File: config.mk
export PLATFORM = sky130hd
export DESIGN_NAME = ex_mem_reg
export DESIGN_NICKNAME = d
export VERILOG_FILES = /design/src/rtl/ex_mem_reg.sv
export SDC_FILE = /design/constraint.sdc
export NUM_CORES = 1
export LEC_CHECK = 0
export ABC_AREA = 1
export BUFFER_PORTS_ARGS = -buffer_cell sky130_fd_sc_hd__buf_2
export CORE_MARGIN = 5
export CORE_UTILIZATION = 39
export DETAILED_ROUTE_END_ITERATION = 6
export HOLD_SLACK_MARGIN = 0.05
export PLACE_DENSITY = 0.63
export SETUP_SLACK_MARGIN = 0.2
export SLEW_MARGIN = 20
export SYNTH_ARGS = -nofsm -noshare
export SYNTH_HDL_FRONTEND = slang
export SYNTH_SLANG_ARGS = --single-unit
File: constraint.sdc
create_clock -name clk -period 2.2 [get_ports clk]
set_input_delay 0.55 -clock clk [delete_from_list [all_inputs] [get_ports clk]]
set_output_delay 0.55 -clock clk [all_outputs]
set_load 0.05 [all_outputs]
File: src/rtl/ex_mem_reg.sv
// EX/MEM pipeline register. It replicates store data across byte lanes and traps
// misaligned memory accesses, holding the pipeline until the trap is acknowledged.
module ex_mem_reg #(
   parameter bit ALIGN_CHECK = 1'b1
) (
   input  logic        clk,
   input  logic        CLR,
   input  logic        stall,
   input  logic        flush,
   input  logic        exc_ack,
   input  logic        ex_valid,
   input  logic        ex_RegWrite,
   input  logic        ex_MemWrite,
   input  logic        ex_MemtoReg,
   input  logic        ex_UnsignedExt_Mem,
   input  logic        ex_Byte,
   input  logic        ex_Half,
   input  logic [31:0] ex_alu,
   input  logic [31:0] ex_store,
   input  logic [4:0]  ex_rd,
   output logic [31:0] R1_in,
   output logic [31:0] data_in,
   output logic        valid,
   output logic        RegWrite,
   output logic        MemWrite,
   output logic        MemtoReg,
   output logic        UnsignedExt_Mem,
   output logic        Byte,
   output logic        Half,
   output logic [4:0]  rd,
   output logic        exc,
   output logic [31:0] exc_addr,
   output logic        stall_req
);

   typedef enum logic {RUN, TRAP} state_t;

   typedef struct packed {
      logic        valid;
      logic        reg_write;
      logic        mem_write;
      logic        mem_to_reg;
      logic        unsigned_ext;
      logic        byte_acc;
      logic        half_acc;
      logic [4:0]  rd;
      logic [31:0] addr;
      logic [31:0] data;
   } stage_t;

   state_t      state;
   stage_t      q;
   stage_t      load;
   logic        is_half;
   logic        is_word;
   logic        misaligned;
   logic [31:0] store_lanes;

   // Byte wins when both size bits are set
   always_comb begin
      is_half = ex_Half & ~ex_Byte;
      is_word = ~ex_Byte & ~ex_Half;
      store_lanes = ex_store;
      if (ex_Byte)
         store_lanes = {4{ex_store[7:0]}};
      else if (ex_Half)
         store_lanes = {2{ex_store[15:0]}};
      misaligned = ALIGN_CHECK && ex_valid && (ex_MemWrite || ex_MemtoReg) &&
                   ((is_half && ex_alu[0]) || (is_word && (ex_alu[1:0] != 2'b00)));
      load = '{valid: ex_valid, reg_write: ex_RegWrite, mem_write: ex_MemWrite,
               mem_to_reg: ex_MemtoReg, unsigned_ext: ex_UnsignedExt_Mem,
               byte_acc: ex_Byte, half_acc: ex_Half, rd: ex_rd,
               addr: ex_alu, data: store_lanes};
   end

   always_ff @(posedge clk) begin
      if (CLR) begin
         state    <= RUN;
         q        <= '0;
         exc      <= 1'b0;
         exc_addr <= '0;
      end else begin
         case (state)
            RUN: begin
               if (flush) begin
                  q <= '0;
               end else if (stall) begin
                  q <= q;
               end else if (misaligned) begin
                  q        <= '0;
                  exc      <= 1'b1;
                  exc_addr <= ex_alu;
                  state    <= TRAP;
               end else begin
                  q <= load;
               end
            end
            TRAP: begin
               // Bubble is held; only the acknowledge releases the pipeline
               q <= '0;
               if (exc_ack) begin
                  exc   <= 1'b0;
                  state <= RUN;
               end
            end
            default: begin
               q     <= '0;
               state <= RUN;
            end
         endcase
      end
   end

   assign stall_req       = (state == TRAP);
   assign valid           = q.valid;
   assign RegWrite        = q.reg_write;
   assign MemWrite        = q.mem_write;
   assign MemtoReg        = q.mem_to_reg;
   assign UnsignedExt_Mem = q.unsigned_ext;
   assign Byte            = q.byte_acc;
   assign Half            = q.half_acc;
   assign rd              = q.rd;
   assign R1_in           = q.addr;
   assign data_in         = q.data;

endmodule

==> reports/summary.log <==
[critical_path] CP Buf/Inv Count 1
[yosys] Avg Synthesized Cell Area 8.01 µm²
[pwr] switching share of power 0.283
[pwr] leakage 2.66 nW
[die] chip height 121 µm
[clocking] quantity of hold-fixing buffers added after cts 0
[global_route] largest net degree at the start of global routing 77
[min_path] Worst Hold Path EP rd[2]
[global_route] number of antenna violations at the first check in global routing 0
[pwr] Gate power share 0.155
[yosys] Commonest cells post-synth 190 x sky130_fd_sc_hd__nand2_1, 110 x sky130_fd_sc_hd__dfxtp_1, 100 x sky130_fd_sc_hd__a21oi_1, 45 x sky130_fd_sc_hd__nand3_1, 32 x sky130_fd_sc_hd__nand4_1
[critical_path] Crit path max-delay family flip-flops
[routing] number of DRC markers in iteration 0 262
[routing] antenna-violating nets left 0
[pwr] clock power share 0.388
[pwr] Psw 1.28 mW
[yosys] Yosys reg bits 110
[routing] iteration count of the initial detailed-routing pass 4
[critical_path] worst reg2reg startpoint stall_req
[layout] NumNets Final 836
[pwr] worst supply voltage drop on vdd 0.000476 V
[place] Post-DP HPWL 10100 µm
[critical_path] critical path peak fanout 5
[critical_path] cell with the largest stage delay on the worst path sky130_fd_sc_hd__dfxtp_1
[layout] Layout Area Growth over Synthesis 27.1%
[place] count of buffers from port buffering 190
[place] weighted congestion at the end of routability-driven global placement 0.920
[global_route] vias in the first global route 4396
[layout] area of the multi-input gates 0.00219 mm²
[layout] post-layout instance count excluding filler cells 906
[routing] count of unresolved DRC violations after routing 0
[yosys] library cell with the largest summed area after synthesis sky130_fd_sc_hd__dfxtp_1
[pwr] sequential group share of total power 0.457
[routing] routed via count divided by cell count 5.18
[clocking] clock buffer count from CTS 9
[clocking] CTS H-Tree Depth 3
[min_path] Min-Delay Path Class input port to register
[die] CORE AREA 0.0120 mm²
[clocking] CTS Root Cell sky130_fd_sc_hd__clkbuf_16
[die] Core Rows 40
[clocking] post-CTS clock slew at the launch and capture registers of the worst setup and hold paths 0.07 ns
[critical_path] worst r2r path cells 5
[yosys] number of nets in the synthesized netlist 676
[sta] setup repair after global routing missed its margin no
[pwr] cell internal power dissipation 3.25 mW
[critical_path] cell count along the critical path 1
[sta] post-route clock skew 0.00484 ns
[min_path] HP Start ex_rd[2]
[critical_path] required time of the worst setup path 1.65 ns
[layout] fill count 1173
[critical_path] type of element capturing the critical path primary output
[critical_path] slowest cell delay on critical path 0.47 ns
[yosys] Yosys warning total 0
[critical_path] Reg2Reg Capture Point exc_addr[29]
[die] DIE WIDTH 121 µm
[clocking] sink count of the clock tree 110
[global_route] residual overflow from global routing 0
[layout] layout cells sized above 1 0.354
[clocking] CTS tree yes
[critical_path] Register-to-Register Setup Slack 0.69 ns
[clocking] count of cells resized by post-cts repair 0
[die] overall die area 0.0145 mm²
[yosys] number of enable flip-flop cells after synthesis 0
[sta] Setup violations, final 0
[global_route] global-route wire length before repair 22900 µm
[yosys] sequential cell area fraction in the yosys report 0.462
[sta] Tcrit/Tclk final 0.767
[yosys] most frequently used flop master after synthesis sky130_fd_sc_hd__dfxtp_1
[layout] Register Area 0.00220 mm²
[yosys] fraction of synthesis flops using an asynchronous set or reset pin 0
[sta] Hold Fails Final Rpt 0
[sta] highest clock rate 593 MHz
[run] number of max-cap violations 0
[yosys] library cell with the highest instance count after synthesis sky130_fd_sc_hd__nand2_1
[critical_path] cell breakdown of the critical path buf_2
[routing] Avg WL per Cell 16.1 µm
[clocking] setup fix buffers added after clock tree synthesis 0
[yosys] summed instance area of the synthesized netlist 0.00477 mm²
[global_route] Tot GR Track Use 0.195
[yosys] instance count of the mapped netlist 595
[sta] post-route setup TNS 0 ns
[yosys] Netlist cell types 25
[critical_path] critical path arrival 1.14 ns
[yosys] largest cells by area after synthesis sky130_fd_sc_hd__dfxtp_1 46%, sky130_fd_sc_hd__nand2_1 15%, sky130_fd_sc_hd__a21oi_1 10%, sky130_fd_sc_hd__nand3_2 6.3%, sky130_fd_sc_hd__nand3_1 4.7%
[critical_path] type of origin of the critical path register
[yosys] top-area cell type share of the netlist area 0.462
[pwr] total power per unit cell area 747 mW/mm²
[sta] final period demand of the worst path 1.69 ns
[sta] pins over their slew limit 0
[clocking] buffer levels on the longest clock path 2
[outcome] status finished, final reports clean
[die] initial core utilization 0.397
[place] cell count after placement 891
[clocking] clock latency on the worst-skew pair 0.35 ns
[critical_path] type of the worst setup path register to primary output
[min_path] hold path depth 3
[sta] Worst-Margin Slew 0.501 ns
[sta] worst rel slew slack 0.666
[die] number of top-level pins 191
[routing] Routed Wire Length 14600 µm
[routing] routed via count 4694
[layout] Ant. Diodes 0
==> worst max path at each step <==
stage	end	slack (ns)	startpoint
2_1_floorplan	rd[3]	0.65	ex_Byte
3_3_place_gp	exc_addr[6]	0.24	ex_Byte
3_5_place_dp	exc_addr[6]	0.19	ex_Byte
4_1_cts	stall_req	0.49	stall_req
5_1_grt	exc_addr[1]	0.44	ex_Byte
6_report	stall_req	0.51	stall_req
==> logic make-up (layout without fill, tap and decap cells) <==
| group | count (synthesis) | count (layout) | share of synthesized area |
|---|---|---|---|
| AO/OA/AOI/OAI | 119 | 119 | 0.133 |
| flip-flops | 110 | 110 | 0.462 |
| buffers and inverters | 59 | 223 | 0.0808 |
| AND/OR/NAND/NOR | 307 | 307 | 0.324 |
==> power groups by stage <==
stage	logic (mW)	registers [mW]	clock network [mW]
floorplan	0.299	2.30	0
detailed placement	0.701	2.12	0
global route	0.753	2.08	1.88
global placement	0.694	2.11	0
finish	0.700	2.07	1.76
CTS	0.702	2.07	1.80
==> registers in the layout (all words and copies together) (netlist names) <==
signal / cells
RegWrite: 1
Half: 1
R1_in: 32
MemtoReg: 1
stall_req: 1
data_in: 32
Byte: 1
exc_addr: 32
MemWrite: 1
valid: 1
UnsignedExt_Mem: 1
exc: 1
rd: 5
==> cells in the final DEF, fill, tap and decap left out, types with 2 or more instances in the layout <==
| cell type | n |
|---|---|
| sky130_fd_sc_hd__a21oi_1 | 100 |
| sky130_fd_sc_hd__a21oi_2 | 10 |
| sky130_fd_sc_hd__buf_12 | 7 |
| sky130_fd_sc_hd__buf_2 | 189 |
| sky130_fd_sc_hd__buf_4 | 7 |
| sky130_fd_sc_hd__bufinv_16 | 2 |
| sky130_fd_sc_hd__clkbuf_16 | 9 |
| sky130_fd_sc_hd__clkinvlp_4 | 2 |
| sky130_fd_sc_hd__dfxtp_1 | 110 |
| sky130_fd_sc_hd__inv_1 | 3 |
| sky130_fd_sc_hd__inv_4 | 2 |
| sky130_fd_sc_hd__nand2_1 | 190 |
| sky130_fd_sc_hd__nand2_4 | 3 |
| sky130_fd_sc_hd__nand3_1 | 45 |
| sky130_fd_sc_hd__nand3_2 | 30 |
| sky130_fd_sc_hd__nand4_1 | 32 |
| sky130_fd_sc_hd__o21ai_0 | 8 |
==> cell type report <==
cell class,count,area share
sequential,110,0.363
multi-input combinational,426,0.362
clock inverter,6,0.0157
timing repair buffer,203,0.188
inverter,5,0.00392
clock buffer,9,0.0372
tap,147,0.0304
==> layer usage <==
metal  vias up  global-route usage  wire length, µm
li1       2326                   -                -
met1      2168               0.257             6360
met2       178               0.307             6880
met3        22              0.0440             1050
met4         0              0.0807              342
met5         -                   0                0
==> per-stage QoR <==
step | setup slack (ns) | hold slack [ns] | power, mW | util | cell area (µm²)
after global placement | 0.239 | 0.444 | 2.81 | 0.478 | 5740
after CTS | 0.493 | 0.443 | 4.57 | 0.504 | 6060
after detailed placement | 0.192 | 0.450 | 2.82 | 0.478 | 5740
after global routing | 0.442 | 0.449 | 4.71 | 0.504 | 6060
after floorplan | 0.652 | 0.666 | 2.60 | - | 4770
final | 0.513 | 0.455 | 4.53 | 0.504 | 6060
Power figures use the tool's default switching activity.
